$ cat config.mk
export PLATFORM = sky130hd
export DESIGN_NAME = aes_inv_sbox_arb
export DESIGN_NICKNAME = d
export VERILOG_FILES = /design/src/rtl/aes_inv_sbox_arb.sv
export SDC_FILE = /design/constraint.sdc
export NUM_CORES = 1
export LEC_CHECK = 0
export BUFFER_PORTS_ARGS = -buffer_cell sky130_fd_sc_hd__buf_2
export CORE_AREA = 5 5 225 227
export DETAILED_ROUTE_END_ITERATION = 16
export DIE_AREA = 0 0 230 232
export PLACE_DENSITY_LB_ADDON = 0.2
export SYNTH_ARGS = -nofsm -noshare
export SYNTH_HDL_FRONTEND = slang
export SYNTH_SLANG_ARGS = --single-unit
$ cat constraint.sdc
create_clock -name i_clk -period 2.1 [get_ports i_clk]
set_input_delay 0.315 -clock i_clk [delete_from_list [all_inputs] [get_ports i_clk]]
set_output_delay 0.315 -clock i_clk [all_outputs]
set_load 0.005 [all_outputs]
$ cat src/rtl/aes_inv_sbox_arb.sv
// Round-robin sequencer sharing one 32-bit inverse S-box word instance
// between two 128-bit InvSubBytes requesters, one word per cycle.
module aes_inv_sbox_arb #(
  parameter int unsigned PIPE = 0
) (
  input  logic         i_clk,
  input  logic         i_rst,
  input  logic         i_req0_valid,
  output logic         o_req0_ready,
  input  logic [127:0] i_req0_state,
  output logic         o_rsp0_valid,
  input  logic         i_rsp0_ready,
  output logic [127:0] o_rsp0_state,
  input  logic         i_req1_valid,
  output logic         o_req1_ready,
  input  logic [127:0] i_req1_state,
  output logic         o_rsp1_valid,
  input  logic         i_rsp1_ready,
  output logic [127:0] o_rsp1_state,
  output logic [31:0]  o_sbox_word,
  input  logic [31:0]  i_sbox_word,
  output logic         o_busy,
  output logic         o_grant_id
);

  localparam int unsigned STATE_W = 128;
  localparam int unsigned WORD_W  = 32;

  typedef enum logic [1:0] {IDLE, FEED, DRAIN, RESP} state_e;

  state_e               state_q, state_d;
  logic [1:0]           k_q;
  logic                 grant_q, last_q;
  logic [STATE_W-1:0]   req_q, res_q, res_d, rsp0_q, rsp1_q;
  logic [WORD_W-1:0]    pipe_q;
  logic [1:0]           pipe_k_q;
  logic                 pipe_v_q;
  logic                 win0, win1, acc0, acc1, accept, rsp_hs, load_rsp;

  // Word 0 is the most significant 32 bits of the state.
  function automatic logic [WORD_W-1:0] get_word(input logic [STATE_W-1:0] v,
                                                 input logic [1:0] idx);
    logic [WORD_W-1:0] w;
    case (idx)
      2'd0:    w = v[127:96];
      2'd1:    w = v[95:64];
      2'd2:    w = v[63:32];
      default: w = v[31:0];
    endcase
    return w;
  endfunction

  function automatic logic [STATE_W-1:0] put_word(input logic [STATE_W-1:0] v,
                                                  input logic [1:0] idx,
                                                  input logic [WORD_W-1:0] w);
    logic [STATE_W-1:0] r;
    r = v;
    case (idx)
      2'd0:    r[127:96] = w;
      2'd1:    r[95:64]  = w;
      2'd2:    r[63:32]  = w;
      default: r[31:0]   = w;
    endcase
    return r;
  endfunction

  // Arbitration: a lone requester wins; under contention the one not granted last wins.
  always_comb begin
    win0     = i_req0_valid & (~i_req1_valid | last_q);
    win1     = i_req1_valid & (~i_req0_valid | ~last_q);
    acc0     = (state_q == IDLE) & win0;
    acc1     = (state_q == IDLE) & win1;
    accept   = acc0 | acc1;
    rsp_hs   = (state_q == RESP) & (grant_q ? i_rsp1_ready : i_rsp0_ready);
    load_rsp = (state_d == RESP) & (state_q != RESP);
  end

  // State register.
  always_ff @(posedge i_clk) begin
    if (i_rst) state_q <= IDLE;
    else       state_q <= state_d;
  end

  // Next-state logic.
  always_comb begin
    state_d = state_q;
    case (state_q)
      IDLE:    if (accept) state_d = FEED;
      FEED:    if (k_q == 2'd3) state_d = (PIPE != 0) ? DRAIN : RESP;
      DRAIN:   state_d = RESP;
      RESP:    if (rsp_hs) state_d = IDLE;
      default: state_d = IDLE;
    endcase
  end

  // Output decode from the current state.
  always_comb begin
    o_req0_ready = acc0;
    o_req1_ready = acc1;
    o_busy       = (state_q != IDLE);
    o_rsp0_valid = (state_q == RESP) & ~grant_q;
    o_rsp1_valid = (state_q == RESP) & grant_q;
    o_sbox_word  = '0;
    if (state_q == FEED) o_sbox_word = get_word(req_q, k_q);
  end

  // Result merge: direct S-box word, or the word registered one cycle earlier.
  always_comb begin
    res_d = res_q;
    if (PIPE == 0) begin
      if (state_q == FEED) res_d = put_word(res_q, k_q, i_sbox_word);
    end else begin
      if (pipe_v_q) res_d = put_word(res_q, pipe_k_q, pipe_q);
    end
  end

  // Datapath: request latch, word counter, accumulator and per-requester results.
  always_ff @(posedge i_clk) begin
    if (i_rst) begin
      k_q      <= 2'd0;
      grant_q  <= 1'b0;
      last_q   <= 1'b1;
      req_q    <= '0;
      res_q    <= '0;
      rsp0_q   <= '0;
      rsp1_q   <= '0;
      pipe_q   <= '0;
      pipe_k_q <= 2'd0;
      pipe_v_q <= 1'b0;
    end else begin
      if (accept) begin
        req_q   <= acc1 ? i_req1_state : i_req0_state;
        grant_q <= acc1;
        last_q  <= acc1;
        k_q     <= 2'd0;
        res_q   <= '0;
      end else begin
        if (state_q == FEED) k_q <= k_q + 2'd1;
        res_q <= res_d;
      end
      pipe_q   <= i_sbox_word;
      pipe_k_q <= k_q;
      pipe_v_q <= (state_q == FEED);
      if (load_rsp && !grant_q) rsp0_q <= res_d;
      if (load_rsp && grant_q)  rsp1_q <= res_d;
    end
  end

  assign o_rsp0_state = rsp0_q;
  assign o_rsp1_state = rsp1_q;
  assign o_grant_id   = grant_q;

endmodule

==> results of run 1 <==
-- through the flow --
step | worst slack (ns) | util, %
after floorplan | 0.351 | -
after global placement | 0.150 | 56.1
after detailed placement | 0.113 | 56.1
after CTS | -0.428 | 60.7
after global routing | -0.480 | 61.0
final | -0.428 | 61.0
-- worst paths after layout --
kind | end | slack, ns | cells after the start
worst max-delay path | o_sbox_word[12] | -0.43 | 8
worst min-delay path | res_q[2]$_SDFF_PP0_ | 0.12 | 3
worst max register to register | req_q[69]$_SDFFE_PP0P_ | 0.04 | 7
worst min register to register | req_q[15]$_SDFFE_PP0P_ | 0.49 | 1
-- cell usage after synthesis (all sizes together), types with 2 or more instances --
master    n
dfxtp   518
buf     140
a211oi  256
nor3    256
ha        5
nor2b   128
nand2    36
clkbuf  155
inv       5
a222oi   32
or2       2
a221o   128
o21a     32
o21bai    2
mux2i   130
nand3b    4
nor2    166
and4    128
a21oi     5
nor4b   128
-- per-layer routing --
metal / global-route usage [%] / up-vias
li1: - / 9657
met1: 40.2 / 10600
met2: 50.7 / 1193
met3: 5.70 / 244
met4: 20.2 / 0
met5: 0 / -
-- cell type report --
cell class                 instances  area, µm²
antenna                           11       27.5
clock buffer                      74       1550
clock inverter                    26        374
fill                            4033      18900
inverter                           5       26.3
multi-input combinational       1448      11700
sequential                       518      10400
tap                              622        778
timing repair buffer             742       4730
-- flip-flops by register name, indices dropped and copies added (netlist names) --
name / cells
o_rsp0_state: 128
o_rsp1_state: 128
req_q: 128
res_q: 128
k_q: 2
state_q: 2
last_q: 1
o_grant_id: 1
-- power by group --
group | internal [mW] | switching [mW] | total, mW
registers | 10.1 | 0.324 | 10.5
logic | 1.06 | 1.41 | 2.48
clock network | 6.05 | 4.19 | 10.2
total | 17.2 | 5.92 | 23.2
-- critical path: cells and delay by family (launching register included) --
kind,cells,cell delay (ns)
DFF,1,0.34
and+or+nand+nor,1,0.04
adders and majority gates,1,0.17
AOI/OAI and AO/OA,2,0.53
buffers and inverters,4,0.53
-- kinds of logic after synthesis --
logic type,synth area share (%)
xor gates and xnor gates,0.0375
DFF,44.4
buffers and inverters,6.21
and+or+nand+nor,22.3
AOI/OAI and AO/OA,21.3
adders and majority gates,0.268
muxes,5.57
-- what timing repair did --
item | in CTS | in global routing
resized for setup | 28 | 11
endpoints found under the setup margin | 36 | 35
pin swaps | 24 | 26
buffers inserted | 6 | 14
gates cloned | 6 | 0
==> flow_metrics.py, run 1 <==
metrics = {
    "status": {
        "status": "complete, but fails checks",
        "violations": "setup timing",
    },
    "synth": {
        "yosysSeqAreaShare_pct": 44.4,
        "synth_top_cell_by_area": "dfxtp_1",
        "syn_nets": 2565,
        "async_flop_share_pct": 0,
        "synth_cell_types": 36,
        "synth_edf_count": 0,
        "syn_area_um2": 23400,
        "synthFlopType": "dfxtp_1",
        "ys_warn_count": 0,
        "synthCells": 2266,
        "synth_top_area_share_pct": 44.4,
        "avgSynthCellArea_um2": 10.3,
        "ys_ff_latch": 518,
        "synthTopCellsByArea": "dfxtp_1, a211oi_2, mux2i_1, a221o_1, nor3_1",
    },
    "route": {
        "met1Wirelength_um": 35300,
        "highest_layer": "met4",
        "routed_wl_um": 90200,
        "wl_met2_um": 41400,
        "drc": 0,
        "ant_nets": 0,
        "viasPerCell": 6.29,
        "dr.pass1.iters": 10,
        "wl_met3_um": 7050,
        "vias": 21700,
        "wl_per_cell_um": 26.2,
        "dr.first_iter.drc_count": 2445,
    },
    "global_routing": {
        "grt_max_degree": 129,
        "grt.overflow.total": 0,
        "first_global_vias": 21300,
        "grt_use_total_pct": 31.9,
        "antenna_found_initial": 12,
        "grt_pass1_wl_um": 133000,
    },
    "min_path": {
        "hold_class": "in -> reg",
        "worstHoldStart": "i_sbox_word[2]",
    },
    "layout": {
        "drive_above_1_share_pct": 38.9,
        "layout.nets": 3068,
        "synthToLayoutAreaGrowth_pct": 26.5,
        "postLayoutCellArea_um2": 29600,
        "final_common_cell": "buf_2",
        "stdcell_count": 3446,
        "most-common-layout-cells": "buf_2, dfxtp_1, nor3_1, a211oi_2, nor2_1",
    },
    "sta": {
        "setup_slack_ns": -0.428,
        "slew_viol_final": 0,
        "rsz0062_at_grt": "yes",
        "finalHoldViolCount": 0,
        "fin_worst_skew_ns": 0.0319,
        "fin_crit_ns": 2.53,
        "relSlewSlack_pct": 37.6,
        "tightest_slew_ns": 0.935,
        "setup_viol": 33,
        "fmax_mhz": 396,
        "timing.setup.tns_ns": -12.01,
        "period_share_pct": 120,
        "hold_ws_ns": 0.121,
    },
    "critical_path": {
        "cp_max_fo": 8,
        "start_kind": "flip-flop",
        "slowest_delay_ns": 0.34,
        "crit_path_end_kind": "output port",
        "crit_path_cell_trace": "buf_6 > ha_4 > buf_12 > buf_16 > a222oi_1 > o21a_1 > nor2_2 > buf_2",
        "r2r-start": "state_q[1]$_SDFF_PP0_",
        "worstPathRequired_ns": 1.78,
        "cp_data_arrival_time_ns": 2.21,
        "crit_type": "reg -> out",
        "critPathSlowestCell": "dfxtp_2",
        "cp-startpoint": "k_q[1]$_SDFFE_PP0P_",
    },
    "power": {
        "fin_total_pwr_mw": 23.2,
        "peakVddDrop_mv": 0.575,
        "leakagePower_nw": 12.4,
        "pwr_density_cell_nw_per_um2": 784,
    },
    "clock_network": {
        "clkSinkCount": 518,
        "insertion_delay_ns": 0.62,
        "clk_path_buf_depth": 3,
        "cts_buffers": 54,
        "root_buffer": "clkbuf_16",
        "path_clk_slew_ns": 0.06,
        "htree_levels": 2,
        "cts_tree": "yes",
        "ctsHoldBuffers": 0,
    },
    "floorplanning": {
        "initial_core_util_pct": 48.2,
        "io_pins": 588,
        "die-width_um": 230,
        "die_h_um": 232,
        "num_rows": 81,
        "core-area_um2": 48400,
        "design.die.area_um2": 53400,
    },
    "place": {
        "post_dp_cell_area_um2": 27200,
        "port_buffers": 587,
        "place_inst": 3312,
        "globalplace.congestion": 0.938,
        "dp_hpwl_um": 60600,
    },
    "run": {
        "maxCapViolations": 0,
    },
}
Power figures use the tool's default switching activity.
==> inputs of run 2 (changes only) <==
clock period = 2.7 ns   (was 2.1 ns; I/O delays follow)
==> flow_metrics.py, run 2 (synthesis results as in run 1) <==
metrics = {
    "status": {
        "status": "complete, but fails checks",
        "violations": "setup timing",
    },
    "power": {
        "leakagePower_nw": 11.9,
        "fin_total_pwr_mw": 17.3,
        "pwr_density_cell_nw_per_um2": 609,
        "peakVddDrop_mv": 0.559,
    },
    "critical_path": {
        "reg2reg_setup_slack_ns": 0.33,
        "crit_type": "reg -> out",
        "reg2reg_depth": 6,
        "cp_data_arrival_time_ns": 2.50,
        "r2r_end": "o_rsp0_state[53]$_SDFFE_PP0P_",
        "worstPathRequired_ns": 2.30,
        "r2r-start": "k_q[1]$_SDFFE_PP0P_",
        "start_kind": "flip-flop",
        "crit_path_end_kind": "output port",
        "cp_max_fo": 7,
    },
    "layout": {
        "ff_latch_area_um2": 10400,
        "drive_above_1_share_pct": 36.3,
        "synthToLayoutAreaGrowth_pct": 22.0,
        "final_common_cell": "buf_2",
        "most-common-layout-cells": "buf_2, dfxtp_1, nor3_1, a211oi_2, nor2_1",
        "final_util_pct": 58.8,
        "multiInputGateArea_um2": 11700,
        "fill_cells": 4133,
        "postLayoutCellArea_um2": 28500,
        "layout.nets": 2973,
    },
    "clock_network": {
        "htree_levels": 2,
        "clk_path_buf_depth": 3,
        "clkSinkCount": 518,
        "cts_tree": "yes",
        "path_clk_slew_ns": 0.06,
        "cts_buffers": 52,
        "root_buffer": "clkbuf_16",
        "insertion_delay_ns": 0.61,
    },
    "route": {
        "viasPerCell": 6.30,
        "routed_wl_um": 86600,
        "drc": 0,
        "wl_per_cell_um": 25.9,
        "ant_nets": 0,
        "dr.pass1.iters": 8,
        "dr.first_iter.drc_count": 2187,
        "vias": 21000,
    },
    "sta": {
        "setup_slack_ns": -0.203,
        "slew_viol_final": 0,
        "period_share_pct": 108,
        "fin_worst_skew_ns": 0.0166,
        "relSlewSlack_pct": 34.0,
        "fin_crit_ns": 2.90,
        "rsz0062_at_grt": "yes",
        "setup_viol": 27,
        "hold_ws_ns": 0.228,
        "tightest_slew_ns": 0.990,
        "fmax_mhz": 344,
        "finalHoldViolCount": 0,
    },
    "floorplanning": {
        "die_h_um": 232,
        "die-width_um": 230,
        "num_rows": 81,
        "core-area_um2": 48400,
        "design.die.area_um2": 53400,
        "initial_core_util_pct": 48.2,
        "io_pins": 588,
    },
    "global_routing": {
        "grt_pass1_wl_um": 128000,
        "grt_max_degree": 131,
        "grt_use_total_pct": 30.2,
        "first_global_vias": 20700,
        "antenna_found_initial": 4,
        "grt.overflow.total": 0,
    },
    "place": {
        "post_dp_cell_area_um2": 26400,
        "port_buffers": 587,
        "globalplace.congestion": 0.919,
        "pre_cts_ws_ns": 0.282,
        "dp_hpwl_um": 56700,
    },
    "min_path": {
        "hold_class": "in -> reg",
        "worstHoldStart": "i_sbox_word[4]",
        "min_to": "res_q[4]$_SDFF_PP0_",
        "hold_depth": 3,
    },
    "run": {
        "maxCapViolations": 0,
    },
}
[run 2: cell count changes in the layout (fill, tap and decap cells not counted), moves of 2 or more]
cell	previous run	this run
buf_4	109	28
buf_12	40	25
diode_2	11	1
clkinvlp_4	6	0
clkbuf_1	9	14
bufinv_16	7	4
clkbuf_8	10	13
nor2_1	160	163
nor2_2	4	1
clkinv_2	10	8
clkinv_4	2	0
dfxtp_1	514	516
dfxtp_2	2	0
[run 2: layout make-up]
type | count | area share [%]
Tap cell | 622 | 2.73
Clock buffer | 80 | 5.47
Multi-Input combinational cell | 1448 | 40.9
Timing Repair Buffer | 649 | 13.6
Sequential cell | 518 | 36.4
Inverter | 5 | 0.0834
Clock inverter | 15 | 0.755
Antenna cell | 1 | 0.00878
[run 2: worst max path at each step]
stage | startpoint | slack, ns | end
after floorplan | k_q[1]$_SDFFE_PP0P_ | 0.86 | o_sbox_word[10]
after global placement | k_q[1]$_SDFFE_PP0P_ | 0.30 | o_sbox_word[19]
after detailed placement | k_q[1]$_SDFFE_PP0P_ | 0.28 | o_sbox_word[19]
after CTS | k_q[1]$_SDFFE_PP0P_ | -0.17 | o_sbox_word[19]
after global routing | k_q[1]$_SDFFE_PP0P_ | -0.18 | o_sbox_word[10]
final | k_q[1]$_SDFFE_PP0P_ | -0.20 | o_sbox_word[10]
[run 2: timing repair]
action                                 in CTS  in global routing
buffers inserted                            3                  1
gates resized for setup                    15                 11
setup endpoints to repair                  32                 33
pin swaps                                   8                  7
hold buffers                                0                  0
gates cloned                                4                  2
endpoints found under the hold margin       0                  0
[run 2: stage by stage]
| step | setup TNS [ns] | std cells |
|---|---|---|
| after detailed placement | 0 | 3232 |
| after global routing | -4.05 | 3338 |
| final | -2.26 | 3338 |
| after CTS | -2.72 | 3334 |
| after global placement | 0 | 3232 |
| after floorplan | 0 | 2266 |
[run 2: layer usage]
| metal | GRT usage, % | up-vias | share of wire, % |
|---|---|---|---|
| li1 | - | 9433 | - |
| met1 | 38.8 | 10300 | 40 |
| met2 | 49.3 | 1059 | 47 |
| met3 | 5.72 | 217 | 7.8 |
| met4 | 14.0 | 6 | 5.4 |
| met5 | 0 | - | 0.054 |
[run 2: power breakdown]
part | internal (mW) | switching, mW | total (mW)
logic | 0.737 | 1.10 | 1.84
registers | 7.88 | 0.196 | 8.07
clock network | 4.36 | 3.07 | 7.43
total | 13.0 | 4.37 | 17.3
[run 2: critical path, stage by stage (launching register included)]
cell and delay, ns:
dfxtp_4 0.36, buf_12 0.13, ha_4 0.17, bufbuf_16 0.28
a222oi_1 0.56, o21a_1 0.19, nor2_1 0.05, buf_2 0.15
